`src/rtl/pool2x2_window_feeder.sv`:
```
// ============================================================================
// pool2x2_window_feeder
// Streams a row-major map into 2x2 windows, drives the pooler, emits results.
// Revision: 1.0
// ============================================================================
`timescale 1ns/1ps
`default_nettype none

module pool2x2_window_feeder #(
  parameter int W = 28,
  parameter int H = 28
) (
  input  logic                   clk,
  input  logic                   rst_n,
  input  logic [15:0]            pix_in,
  input  logic                   pix_valid,
  output logic                   pix_ready,
  output logic                   pool_start,
  output logic [1:0][1:0][15:0]  pool_win,
  input  logic                   pool_finish,
  input  logic [15:0]            pool_pixel,
  output logic [15:0]            out_pixel,
  output logic                   out_valid,
  input  logic                   out_ready,
  output logic                   frame_done
);

  localparam int CW = $clog2(W);
  localparam int RW = $clog2(H);

  typedef enum logic [1:0] {
    S_FILL   = 2'd0,
    S_ISSUE  = 2'd1,
    S_OUTPUT = 2'd2
  } state_t;

  state_t                  state_q, state_d;
  logic [CW-1:0]           col_q, col_d;
  logic [RW-1:0]           row_q, row_d;
  logic                    rdy_q;
  logic [15:0]             rowbuf_q [W];
  logic [15:0]             bl_hold_q;
  logic [1:0][1:0][15:0]   win_q;
  logic [15:0]             out_pix_q;
  logic                    last_q;
  logic                    fd_q;

  logic                    w_hs;
  logic                    w_col_last;
  logic                    w_row_last;
  logic                    w_row_odd;
  logic                    w_col_odd;
  logic                    w_blk_done;
  logic [CW-1:0]           w_left_addr;

  assign w_hs        = pix_valid & pix_ready;
  assign w_col_last  = (col_q == CW'(W - 1));
  assign w_row_last  = (row_q == RW'(H - 1));
  assign w_row_odd   = row_q[0];
  assign w_col_odd   = col_q[0];
  assign w_blk_done  = w_hs & w_row_odd & w_col_odd;
  assign w_left_addr = col_q - CW'(1);

  // rdy_q keeps the input closed until the first edge after reset release.
  assign pix_ready  = rdy_q && (state_q == S_FILL);
  assign pool_start = (state_q == S_ISSUE);
  assign out_valid  = (state_q == S_OUTPUT);
  assign pool_win   = win_q;
  assign out_pixel  = out_pix_q;
  assign frame_done = fd_q;

  always_comb begin
    state_d = state_q;
    col_d   = col_q;
    row_d   = row_q;

    if (w_hs) begin
      if (w_col_last) begin
        col_d = '0;
        row_d = w_row_last ? '0 : row_q + 1'b1;
      end else begin
        col_d = col_q + 1'b1;
      end
    end

    case (state_q)
      S_FILL:   if (w_blk_done)  state_d = S_ISSUE;
      S_ISSUE:  if (pool_finish) state_d = S_OUTPUT;
      S_OUTPUT: if (out_ready)   state_d = S_FILL;
      default:                   state_d = S_FILL;
    endcase
  end

  // Top row of the current block pair; contents are don't-care after reset.
  always_ff @(posedge clk) begin
    if (w_hs && !w_row_odd) begin
      rowbuf_q[col_q] <= pix_in;
    end
  end

  always_ff @(posedge clk or negedge rst_n) begin
    if (!rst_n) begin
      state_q   <= S_FILL;
      col_q     <= '0;
      row_q     <= '0;
      rdy_q     <= 1'b0;
      bl_hold_q <= '0;
      win_q     <= '0;
      out_pix_q <= '0;
      last_q    <= 1'b0;
      fd_q      <= 1'b0;
    end else begin
      state_q <= state_d;
      col_q   <= col_d;
      row_q   <= row_d;
      rdy_q   <= 1'b1;

      if (w_hs && w_row_odd && !w_col_odd) begin
        bl_hold_q <= pix_in;
      end

      if (w_blk_done) begin
        win_q[0][0] <= rowbuf_q[w_left_addr];
        win_q[0][1] <= rowbuf_q[col_q];
        win_q[1][0] <= bl_hold_q;
        win_q[1][1] <= pix_in;
        last_q      <= w_row_last && w_col_last;
      end

      if ((state_q == S_ISSUE) && pool_finish) begin
        out_pix_q <= pool_pixel;
      end

      fd_q <= (state_q == S_OUTPUT) && out_ready && last_q;
    end
  end

endmodule

`default_nettype wire

```
`config.mk`:
```
export PLATFORM = sky130hd
export DESIGN_NAME = pool2x2_window_feeder
export DESIGN_NICKNAME = d
export VERILOG_FILES = /design/src/rtl/pool2x2_window_feeder.sv
export SDC_FILE = /design/constraint.sdc
export NUM_CORES = 1
export LEC_CHECK = 0
export CORE_MARGIN = 8
export CORE_UTILIZATION = 42
export CTS_CLUSTER_DIAMETER = 40
export DETAILED_ROUTE_END_ITERATION = 10
export PLACE_DENSITY = 0.61
export SETUP_SLACK_MARGIN = 0.05
export SLEW_MARGIN = 30
export SYNTH_ARGS = -nofsm -noshare
export SYNTH_HDL_FRONTEND = slang
export SYNTH_SLANG_ARGS = --single-unit
```
`constraint.sdc`:
```
create_clock -name clk -period 3 [get_ports clk]
set_input_delay 0.45 -clock clk [delete_from_list [all_inputs] [get_ports clk]]
set_output_delay 0.45 -clock clk [all_outputs]
set_load 0.02 [all_outputs]
```
==> results.cfg, run 1 <==
[final_layout]
nets = 1727
final_util = 0.522
drive_above_1_share = 0.340
fillers = 4800
stdcell_count = 2540
area_growth_pct = 22.7
postLayoutCellArea_um2 = 31500
num_antenna_cells = 0
multi_input_area_um2 = 8870
seqCellArea_um2 = 16200

[grt]
grt_pass1_wl_um = 104000
grt_usage = 0.200
grt_max_degree = 87
met2_usage = 0.326
antenna_found_initial = 0
grt_overflow = 0
grt_pass1_vias = 15600
busiest_layer = met2
met1_usage = 0.264
met3_usage = 0.0502

[outcome]
outcome = complete, no violations

[placed_design]
dp.cells = 2378
gp_congestion = 0.828
placed_area_um2 = 28500
port_buffers = 120
place_hpwl_um = 45500
pre_cts_ws_ns = 0.199

[drt]
drt_first_pass_iters = 5
wl_per_cell_um = 27.7
dr_total_vias = 15000
drtAntennaViolNets = 0
drc_errors = 0
viasPerCell = 5.92
drtIter0Drc = 1475
wl_um = 70200

[critical_path]
worst-setup-path-type = register to register
cpPeakStageDelay_ns = 0.61
crit_required_ns = 3.52
path_max_fanout = 47
startpoint_type = register
crit_chain = buf_12 > buf_12 > or3_1 > a31oi_4 > nor2_1 > o41ai_2
crit_buf_inv = 2
slowest_stage = a31oi_4
critPathCaptureType = register
timing.critical_path.mode_cell = buf_12
worstPathArrival_ns = 3.24
path_delay_family = compound AO/OA/AOI/OAI gates

[logic_synthesis]
ys_top_cells_by_count = edfxtp_1, mux4_2, nand2_1
yosysMostFrequentCell = edfxtp_1
synth-seq-area-share = 0.632
syn_area_um2 = 25700
synth.distinct_cells = 59
synth_top_area_cell = edfxtp_1
synth_top_area_frac = 0.524
synth_nets = 1519
ys_warn_count = 0
synth_cells = 1477
avgSynthCellArea_um2 = 17.4
synth_edf_count = 448
synth-seq-cells = 559
synthArstFlopShare = 0.199
synth-main-ff-cell = edfxtp_1
synthTopCellsByArea = edfxtp_1, mux4_2, dfrtp_1, mux2_2, mux2i_1

[pwr]
p_int_mw = 18.5
p_leak_nw = 11.1
clock_power_share = 0.377
combPwrFrac = 0.297
ir_worst_vdd_mv = 0.473
p_seq_frac = 0.326
switching_share = 0.320
net-switching-power_mw = 8.73
power.density_nw_per_um2 = 864

[cts]
path_clk_slew_ns = 0.06
htreeDepth = 3
numCtsBuffers = 86
clk_latency_ns = 0.64
cts_sinks = 559
cts_tree = yes
cts_resized = 0
cts_root_buf = clkbuf_16
cts_buffer_depth = 3

[sta]
fin_ws_ns = 0.280
fmax_ghz = 0.368
min_period_ns = 2.72
slew_headroom = 0.427
drv_slew = 0
finalHoldViolCount = 0
setup_viol = 0
worst_pin_slew_ns = 0.857
rsz0062_at_grt = no
tns_ns = 0
skew_ns = 0.0431
period_share = 0.907

[worst_hold_path]
holdCritPathClass = primary input to register

[die]
core.rowCount = 90
start_util = 0.425
die_w_um = 263
die_area_um2 = 69300
core_area_um2 = 60400
io_pins = 121
die_h_um = 263

[job]
cap_violations = 0
flip-flops by register name, summed over array words and instances, names as in the netlist:
name,count
rowbuf_q,448
pool_win,64
bl_hold_q,16
out_pixel,16
col_q,5
row_q,5
state_q,2
frame_done,1
last_q,1
rdy_q,1
cell type report:
cell class              instances  share of cell area
multi-input cells             808               0.282
flip-flops and latches        559               0.515
clock buffers                  99              0.0724
inverters                       5            0.000595
repair buffers                225              0.0751
clock inverters                62              0.0241
well taps                     782              0.0310
tightest hold or removal path: stages:
cell     delay (ns)
buf_2          0.27
nand2_1        0.12
nand2_1        0.05
cell families (layout without fill, tap and decap cells):
group,count (synthesis),after routing,synth area share
multiplexers,327,327,0.223
other,1,1,0.000146
adder cells (fa/ha/maj),5,5,0.00244
AO/OA/AOI/OAI,173,173,0.0623
flip-flops,559,559,0.632
XOR/XNOR,4,4,0.00136
AND/OR/NAND/NOR,298,298,0.0530
buffers and inverters,110,391,0.0263
timing repair:
| action | in CTS | in global routing |
|---|---|---|
| buffers inserted | 0 | 0 |
| hold buffers | 1 | 0 |
| endpoints found under the setup margin | 0 | 0 |
| hold endpoints to repair | 84 | 0 |
cell usage in the layout (no fill, tap or decap), types with 6 or more instances in the layout:
master,instances
edfxtp_1,448
mux4_2,188
nand2_1,159
clkdlybuf4s50_1,118
dfrtp_1,108
clkbuf_16,87
buf_4,74
mux2_2,72
mux2i_1,67
nor2_1,46
a21oi_1,30
buf_12,30
nand2b_1,21
nor2b_1,20
a22oi_1,20
a221oi_2,19
nor2_2,17
a21boi_0,16
o41ai_2,16
o211ai_1,16
clkinvlp_4,14
clkinv_4,12
a211oi_2,10
a22o_1,9
bufinv_16,9
a211oi_1,8
inv_6,8
clkinv_2,8
clkbuf_8,7
a221oi_1,6
clkbuf_1,6
per-layer routing:
layer | part of all wire | wire, um
met5 | 0 | 0
met4 | 0.019 | 1320
met3 | 0.082 | 5760
met2 | 0.48 | 33900
met1 | 0.42 | 29300
power groups by stage:
stage	sequential [mW]	clock [mW]	combinational, mW
after detailed placement	9.02	0	8.05
final	8.87	10.3	8.10
after CTS	8.87	10.5	8.09
after floorplan	8.94	0	5.36
after global routing	8.89	10.8	8.55
after global placement	9.00	0	8.00
metrics by stage:
| stage | hold WS (ns) | power (mW) |
|---|---|---|
| detailed placement | 0.445 | 17.1 |
| CTS | 0.293 | 27.4 |
| floorplan | 0.154 | 14.3 |
| global placement | 0.443 | 17.0 |
| global route | 0.314 | 28.2 |
| finish | 0.296 | 27.2 |
worst paths after layout:
path                                   start       endpoint  slack [ns]  cells after the start
min in group asynchronous              rst_n   pool_win[62]        0.46                      2
worst max register to register      col_q[1]    pool_win[8]        0.28                      6
worst min register to register  bl_hold_q[7]   pool_win[39]        0.46                      2
max in group asynchronous              rst_n  out_pixel[10]        1.75                      3
worst min-delay path               pix_in[7]   pool_win[55]        0.30                      3
worst max-delay path                col_q[1]    pool_win[8]        0.28                      6
Note: power is estimated with default switching activity, not from simulation.
==> inputs of run 2 (changes only) <==
ABC_CLOCK_PERIOD_IN_PS = 3000   (was default)
==> results of run 2 <==
No change in the layout: final DEF, timing and power equal those of run 1.
